--- src/rtl/id_ex_stage.sv ---
// ID/EX pipeline register for the 5-stage RV32I core.
// Detects load-use hazards against the instruction in EX, inserts bubbles on
// stall or flush, and builds the ALU operands through the EX forwarding muxes.
module id_ex_stage #(
  parameter int unsigned DATA_WIDTH  = 32,
  parameter int unsigned REG_SIZE    = 5,
  parameter int unsigned STALL_CNT_W = 16
) (
  input  logic                   clk,
  input  logic                   rstN,
  input  logic                   id_valid,
  input  logic [DATA_WIDTH-1:0]  id_pc,
  input  logic [DATA_WIDTH-1:0]  id_imm,
  input  logic [REG_SIZE-1:0]    id_rs1,
  input  logic [REG_SIZE-1:0]    id_rs2,
  input  logic [REG_SIZE-1:0]    id_rd,
  input  logic [DATA_WIDTH-1:0]  id_rs1_data,
  input  logic [DATA_WIDTH-1:0]  id_rs2_data,
  input  logic                   id_regWrite,
  input  logic                   id_memRead,
  input  logic                   id_memWrite,
  input  logic                   id_aluSrc,
  input  logic [3:0]             id_aluOp,
  input  logic                   flush,
  input  logic [1:0]             df_mux1,
  input  logic [1:0]             df_mux2,
  input  logic [DATA_WIDTH-1:0]  mem_aluResult,
  input  logic [DATA_WIDTH-1:0]  wb_writeData,
  output logic                   ex_valid,
  output logic                   ex_regWrite,
  output logic                   ex_memRead,
  output logic                   ex_memWrite,
  output logic                   ex_aluSrc,
  output logic [3:0]             ex_aluOp,
  output logic [REG_SIZE-1:0]    ex_rs1,
  output logic [REG_SIZE-1:0]    ex_rs2,
  output logic [REG_SIZE-1:0]    ex_rd,
  output logic [DATA_WIDTH-1:0]  ex_pc,
  output logic [DATA_WIDTH-1:0]  ex_imm,
  output logic [DATA_WIDTH-1:0]  ex_opA,
  output logic [DATA_WIDTH-1:0]  ex_opB,
  output logic [DATA_WIDTH-1:0]  ex_storeData,
  output logic                   stall,
  output logic [STALL_CNT_W-1:0] stall_count
);

  logic                   valid_q, reg_write_q, mem_read_q, mem_write_q, alu_src_q;
  logic [3:0]             alu_op_q;
  logic [REG_SIZE-1:0]    rs1_q, rs2_q, rd_q;
  logic [DATA_WIDTH-1:0]  pc_q, imm_q, rs1_data_q, rs2_data_q;
  logic [STALL_CNT_W-1:0] stall_count_q;
  logic                   hazard;
  logic [DATA_WIDTH-1:0]  fwd1, fwd2;

  // Load in EX whose destination is read by the instruction in ID.
  always_comb begin
    hazard = id_valid & valid_q & mem_read_q & (rd_q != '0) &
             ((rd_q == id_rs1) | (rd_q == id_rs2));
    // A flushed ID instruction is wrong-path, so it must not hold the front end.
    stall  = hazard & ~flush;
  end

  // Pipeline register: bubble on flush/hazard, otherwise capture ID.
  always_ff @(posedge clk or negedge rstN) begin
    if (!rstN) begin
      valid_q     <= 1'b0;
      reg_write_q <= 1'b0;
      mem_read_q  <= 1'b0;
      mem_write_q <= 1'b0;
      alu_src_q   <= 1'b0;
      alu_op_q    <= '0;
      rs1_q       <= '0;
      rs2_q       <= '0;
      rd_q        <= '0;
      pc_q        <= '0;
      imm_q       <= '0;
      rs1_data_q  <= '0;
      rs2_data_q  <= '0;
    end else if (flush || hazard) begin
      valid_q     <= 1'b0;
      reg_write_q <= 1'b0;
      mem_read_q  <= 1'b0;
      mem_write_q <= 1'b0;
      alu_src_q   <= 1'b0;
      alu_op_q    <= '0;
      rs1_q       <= '0;
      rs2_q       <= '0;
      rd_q        <= '0;
      pc_q        <= '0;
      imm_q       <= '0;
      rs1_data_q  <= '0;
      rs2_data_q  <= '0;
    end else begin
      // Controls and indices of an invalid slot are zeroed so they never
      // trigger forwarding or hazards downstream.
      valid_q     <= id_valid;
      reg_write_q <= id_valid & id_regWrite;
      mem_read_q  <= id_valid & id_memRead;
      mem_write_q <= id_valid & id_memWrite;
      alu_src_q   <= id_valid & id_aluSrc;
      alu_op_q    <= id_valid ? id_aluOp : '0;
      rs1_q       <= id_valid ? id_rs1 : '0;
      rs2_q       <= id_valid ? id_rs2 : '0;
      rd_q        <= id_valid ? id_rd : '0;
      pc_q        <= id_pc;
      imm_q       <= id_imm;
      rs1_data_q  <= id_rs1_data;
      rs2_data_q  <= id_rs2_data;
    end
  end

  // Saturating count of load-use stalls; only reset clears it.
  always_ff @(posedge clk or negedge rstN) begin
    if (!rstN) begin
      stall_count_q <= '0;
    end else if (stall && (stall_count_q != '1)) begin
      stall_count_q <= stall_count_q + 1'b1;
    end
  end

  // Forwarding muxes; the illegal select 11 falls back to the register value.
  always_comb begin
    case (df_mux1)
      2'b01:   fwd1 = mem_aluResult;
      2'b10:   fwd1 = wb_writeData;
      default: fwd1 = rs1_data_q;
    endcase
    case (df_mux2)
      2'b01:   fwd2 = mem_aluResult;
      2'b10:   fwd2 = wb_writeData;
      default: fwd2 = rs2_data_q;
    endcase
  end

  // Output drive: operands and registered fields.
  always_comb begin
    ex_opA       = fwd1;
    ex_opB       = alu_src_q ? imm_q : fwd2;
    ex_storeData = fwd2;
    ex_valid     = valid_q;
    ex_regWrite  = reg_write_q;
    ex_memRead   = mem_read_q;
    ex_memWrite  = mem_write_q;
    ex_aluSrc    = alu_src_q;
    ex_aluOp     = alu_op_q;
    ex_rs1       = rs1_q;
    ex_rs2       = rs2_q;
    ex_rd        = rd_q;
    ex_pc        = pc_q;
    ex_imm       = imm_q;
    stall_count  = stall_count_q;
  end

endmodule

--- config.mk ---
export PLATFORM = sky130hd
export DESIGN_NAME = id_ex_stage
export DESIGN_NICKNAME = d
export VERILOG_FILES = /design/src/rtl/id_ex_stage.sv
export SDC_FILE = /design/constraint.sdc
export NUM_CORES = 1
export LEC_CHECK = 0
export ABC_AREA = 1
export CORE_AREA = 4 4 163 165
export CTS_BUF_LIST = sky130_fd_sc_hd__clkbuf_16
export DETAILED_ROUTE_END_ITERATION = 16
export DIE_AREA = 0 0 167 169
export GPL_ROUTABILITY_DRIVEN = 0
export GPL_TIMING_DRIVEN = 0
export HOLD_SLACK_MARGIN = 0.08
export PLACE_DENSITY = 0.68
export SLEW_MARGIN = 20
export SYNTH_ARGS = -nofsm -noshare
export SYNTH_HDL_FRONTEND = slang
export SYNTH_SLANG_ARGS = --single-unit
--- constraint.sdc ---
create_clock -name clk -period 4.4 [get_ports clk]
set_input_delay 0.66 -clock clk [delete_from_list [all_inputs] [get_ports clk]]
set_output_delay 0.66 -clock clk [all_outputs]
set_load 0.005 [all_outputs]
==> results of run 1 <==
## cells by family after synthesis
group | Yosys count | share of synthesized area (%)
XOR/XNOR | 14 | 1.55
AND/OR/NAND/NOR | 522 | 25.7
AO/OA/AOI/OAI | 129 | 8.18
adder cells (fa/ha/maj) | 5 | 0.790
buffers and inverters | 212 | 10.7
flip-flops | 168 | 53.1
## layout make-up
class	count	area, um^2
fillers	2364	11800
repair buffers	423	4260
flip-flops and latches	168	4200
multi-input cells	670	2870
inverters	159	597
clock buffers	17	425
well taps	330	413
plain buffers	53	254
clock inverters	15	199
diodes	1	2.50
## synthesized netlist by cell type (all sizes together)
cell type / number / area share [%]
nand2: 265 / 13
nor2: 231 / 11
dfrtp: 168 / 53
inv: 158 / 7.5
a21oi: 128 / 8.1
clkbuf: 32 / 1.5
buf: 21 / 1.7
nand3: 10 / 0.69
nor3: 9 / 0.57
xnor2: 9 / 1.0
nand4: 7 / 0.63
ha: 5 / 0.79
xor2: 5 / 0.55
clkinv: 1 / 0.047
o21bai: 1 / 0.095
## power by group
group	internal [W]	switching (W)	leakage, nW
clock	0.000779	0.000755	0.300
sequential	0.00161	0.0000268	2.20
combinational	0.000548	0.000454	3.92
## sequential cells by signal (all words and copies together), names as in the netlist
signal       cells
ex_rs2           5
ex_valid         1
rs2_data_q      32
ex_memWrite      1
ex_memRead       1
ex_regWrite      1
ex_rs1           5
ex_imm          32
ex_rd            5
stall_count     16
rs1_data_q      32
ex_aluSrc        1
ex_aluOp         4
ex_pc           32
## worst reg2reg max path, delay by kind of cell, from the launching register on
| family | cells | cell delay [ns] |
|---|---|---|
| flops | 1 | 0.46 |
| simple gates | 8 | 0.76 |
| buf+inv | 3 | 0.51 |
## path summary, 6_finish.rpt
check	endpoint	cells past startpoint	start
max in group asynchronous	stall_count[2]$_DFFE_PN0P_	2	rstN
max reg2reg	ex_imm[3]$_DFF_PN0_	11	ex_rd[4]$_DFF_PN0_
min reg2reg	stall_count[14]$_DFFE_PN0P_	2	stall_count[14]$_DFFE_PN0P_
min in group clk	stall_count[14]$_DFFE_PN0P_	2	stall_count[14]$_DFFE_PN0P_
max	ex_opB[12]	11	df_mux2[0]
min	rs2_data_q[30]$_DFF_PN0_	1	rstN
## per-stage QoR
step / std cells / total power, W
global route: 1835 / 0.00438
floorplan: 1050 / 0.00197
detailed placement: 1803 / 0.00267
global placement: 1802 / 0.00266
CTS: 1835 / 0.00423
finish: 1836 / 0.00417
## layer usage
metal  up-vias  wire (um)  GRT usage [%]
met5         -          8              0
li1       4030          -              -
met1      3855      13200           27.6
met3        65       2550           6.19
met4         2        936           7.76
met2       384      16600           40.0
==> out/qor.yml, run 1 <==
synth.avg_cell_area_um2: 7.55
drt_iter0_markers: 635
h-tree-depth: 4
powerDensity_nw_per_um2: 316
crit_slowest_cell: "clkdlybuf4s50_1"
yosysSeqAreaShare_pct: 53.1
status: "complete, no violations"
clock_latency_ns: 0.42
clk_path_buf_depth: 2
wl_per_cell_um: 18.1
finish.instance_area_um2: 13200
placed_cell_area_um2: 12600
antenna_left: 0
placementRows: 58
setup_violations: 0
cp.arrival_ns: 3.42
antenna_found_initial: 1
worst_slew_pin_slew_ns: 0.715
fin_tns_setup_ns: 0
syn_inst: 1050
cts.reportedPaths.clkPinSlew_ns: 0.08
grt_max_degree: 95
cts_setup_buffers: 0
drc_errors: 0
drt_pass1_iterations: 7
io_pins: 424
critPathMaxStageDelay_ns: 0.52
place_ws_ns: 0.341
crit_chain: "clkdlybuf4s50_1, inv_1, ha_1, clkbuf_1, inv_1, clkbuf_1, nor2_1, a21oi_1, nand2_1, nand2_1, clkdlybuf4s50_1"
final_core_util_pct: 52.8
period_minus_slack_ns: 4.08
cts_tree: "yes"
io_buffers: 422
die_h_um: 169
finalNetCount: 1720
synth_seq_cells: 168
finalClockSkew_ns: 0.0127
startpoint_type: "primary input"
ys_warn_count: 0
p_leak_nw: 6.41
routed_wl_um: 33200
slew_viol_final: 0
grt.overflow.total: 0
setup_ws_ns: 0.318
vias: 8336
clock.fmax_mhz: 245
grt_pass1_vias: 8433
slew_headroom_pct: 52.3
layout-drive-gt1-share_pct: 4.39
path_max_fanout: 10
syn2layout_area_growth_pct: 66.9
cts_root_buffer: "clkbuf_16"
peakVddDrop_uv: 257
hold_viol: 0
cp-end-kind: "output port"
path_class: "in -> out"
syn-num-nets: 1278
cp_num_buf_inv: 6
maxCapViolations: 0
vias_per_cell: 4.54
yosysUniqueCellTypes: 24
cts_buffers: 17
syn_area_um2: 7920
path_delay_family: "buffers and inverters"
cts.repair.resized: 0
clock_sinks: 168
layout_common_cells: "421 x clkdlybuf4s50_1, 263 x nand2_1, 228 x nor2_1"
critical_path_required_ns: 3.74
fin_crit_sh_pct: 92.8
initial_core_util_pct: 31.6
dpl.hpwl_um: 26600
grt_setup_unrepaired: "false"
grtUsageTotal_pct: 23.0
core_area_um2: 25000
hold_path_class: "in -> async"
hold_buffers: 0
timing.hold.ws_ns: 0.185
die-area_um2: 28200
reg2reg_slack_ns: 2.57
final_common_cell: "clkdlybuf4s50_1"
grt_pass1_wl_um: 49900
fp.dieW_um: 167
Power figures use the tool's default switching activity.
==> inputs of run 2 (changes only) <==
--- a/config.mk
+++ b/config.mk
@@ -13,7 +13,7 @@
 export GPL_ROUTABILITY_DRIVEN = 0
 export GPL_TIMING_DRIVEN = 0
 export HOLD_SLACK_MARGIN = 0.08
-export PLACE_DENSITY = 0.68
+export PLACE_DENSITY = 0.67
 export SLEW_MARGIN = 20
 export SYNTH_ARGS = -nofsm -noshare
 export SYNTH_HDL_FRONTEND = slang
==> run 2 against run 1 <==
Final area is essentially flat. Critical path type unchanged. Utilization about the same. Combinational power barely moved. Clock skew about the same. Setup slack worse by 0.034 ns. Total power is 0.15% higher. Highest routed layer unchanged.
==> out/qor.yml, run 2 (synthesis results as in run 1) <==
cp-end-kind: "output port"
io_pins: 424
antenna_left: 0
met2_usage_pct: 40.6
dp_cells: 1803
grt_pass1_wl_um: 49200
setup_violations: 0
finish.instance_area_um2: 13200
hold_buffers: 0
clock_sinks: 168
p_leak_nw: 6.41
placed_cell_area_um2: 12600
initial_core_util_pct: 31.6
finalNonFillerCells: 1835
grt_max_degree: 95
drt_iter0_markers: 582
slew_viol_final: 0
die_h_um: 169
worst_slew_pin_slew_ns: 0.733
antenna_found_initial: 2
vias_per_cell: 4.53
status: "complete, no violations"
die-area_um2: 28200
cts_root_buffer: "clkbuf_16"
vias: 8319
period_minus_slack_ns: 4.12
final_common_cell: "clkdlybuf4s50_1"
drt_pass1_iterations: 5
io_buffers: 422
grt_pass1_vias: 8218
critical_path_required_ns: 3.74
hold_path_class: "in -> async"
setup_ws_ns: 0.284
fin_crit_sh_pct: 93.6
slew_headroom_pct: 51.2
cts.repair.resized: 0
layout_common_cells: "421 x clkdlybuf4s50_1, 263 x nand2_1, 228 x nor2_1"
use_met1_pct: 26.2
grt_setup_unrepaired: "false"
place_ws_ns: 0.177
clock.fmax_mhz: 243
wl_per_cell_um: 17.8
clock_latency_ns: 0.44
startpoint_type: "primary input"
finalNetCount: 1720
cp.arrival_ns: 3.46
layout-drive-gt1-share_pct: 4.45
fp.dieW_um: 167
cts.reportedPaths.clkPinSlew_ns: 0.07
met3_usage_pct: 7.03
cts_buffers: 17
syn2layout_area_growth_pct: 66.8
hold_viol: 0
h-tree-depth: 4
finalClockSkew_ns: 0.0125
path_max_fanout: 10
n_antenna_cell: 0
dpl.hpwl_um: 26500
path_class: "in -> out"
cts_tree: "yes"
placementRows: 58
peakVddDrop_uv: 187
cts_setup_buffers: 0
grtUsageTotal_pct: 22.6
timing.hold.ws_ns: 0.186
powerDensity_nw_per_um2: 316
routed_wl_um: 32700
drc_errors: 0
grt.overflow.total: 0
top_usage_layer: "met2"
core_area_um2: 25000
clk_path_buf_depth: 2
maxCapViolations: 0
==> run 2: cell count changes in the layout (fill, tap and decap cells not counted), sizes merged <==
| cell | delta |
|---|---|
| diode | -1 |
| inv | +1 |
| clkinv | -2 |
| clkinvlp | +1 |
==> run 2: cell type report <==
class / instances / area (um^2)
inverters: 159 / 597
clock inverters: 15 / 193
repair buffers: 423 / 4260
well taps: 330 / 413
flip-flops and latches: 168 / 4200
clock buffers: 17 / 425
plain buffers: 53 / 255
multi-input cells: 670 / 2870
fillers: 2399 / 11800
==> run 2: worst paths after layout <==
path                                       startpoint                         end  slack, ns  cells after the start
max                                        df_mux2[0]                   ex_opB[5]       0.28                     10
min                                              rstN     rs1_data_q[3]$_DFF_PN0_       0.19                      1
max reg2reg                        ex_rd[4]$_DFF_PN0_    rs1_data_q[27]$_DFF_PN0_       2.54                     11
min reg2reg                stall_count[0]$_DFFE_PN0P_  stall_count[0]$_DFFE_PN0P_       0.56                      2
max in group asynchronous                        rstN        ex_imm[23]$_DFF_PN0_       3.30                      2
min in group clk           stall_count[0]$_DFFE_PN0P_  stall_count[0]$_DFFE_PN0P_       0.56                      2
==> run 2: through the flow <==
stage          setup TNS [ns]  utilization [%]  total power, W
3_5_place_dp                0             50.3         0.00267
5_1_grt                     0             52.8         0.00437
2_1_floorplan               0                -         0.00197
3_3_place_gp          -759.39             50.2         0.00266
4_1_cts                     0             52.8         0.00423
6_report                    0             52.8         0.00418
==> run 2: worst max-delay path, cell delays in order <==
cell and delay [ns]:
clkdlybuf4s50_1 0.53, inv_1 0.06, ha_1 0.27, clkbuf_1 0.22
clkbuf_1 0.44, a21oi_1 0.08, a21oi_1 0.34, nand2_1 0.18
nand2_1 0.12, clkdlybuf4s50_1 0.55
==> run 2: power by group <==
group	switching [W]	internal, W
clock network	0.000766	0.000781
registers	0.0000271	0.00161
logic	0.000448	0.000548
total	0.00124	0.00294
==> run 2: routing by layer <==
metal | wire length [um] | vias to the layer above
met3 | 2720 | 46
li1 | - | 4032
met5 | 22 | -
met2 | 16700 | 367
met1 | 12600 | 3870
met4 | 707 | 4
==> inputs of run 3 (changes only) <==
--- a/config.mk
+++ b/config.mk
@@ -14,6 +14,7 @@
 export GPL_TIMING_DRIVEN = 0
 export HOLD_SLACK_MARGIN = 0.08
 export PLACE_DENSITY = 0.67
+export SETUP_SLACK_MARGIN = 0.1
 export SLEW_MARGIN = 20
 export SYNTH_ARGS = -nofsm -noshare
 export SYNTH_HDL_FRONTEND = slang
==> results of run 3 <==
Final layout, timing and power as in run 2 (identical DEF).
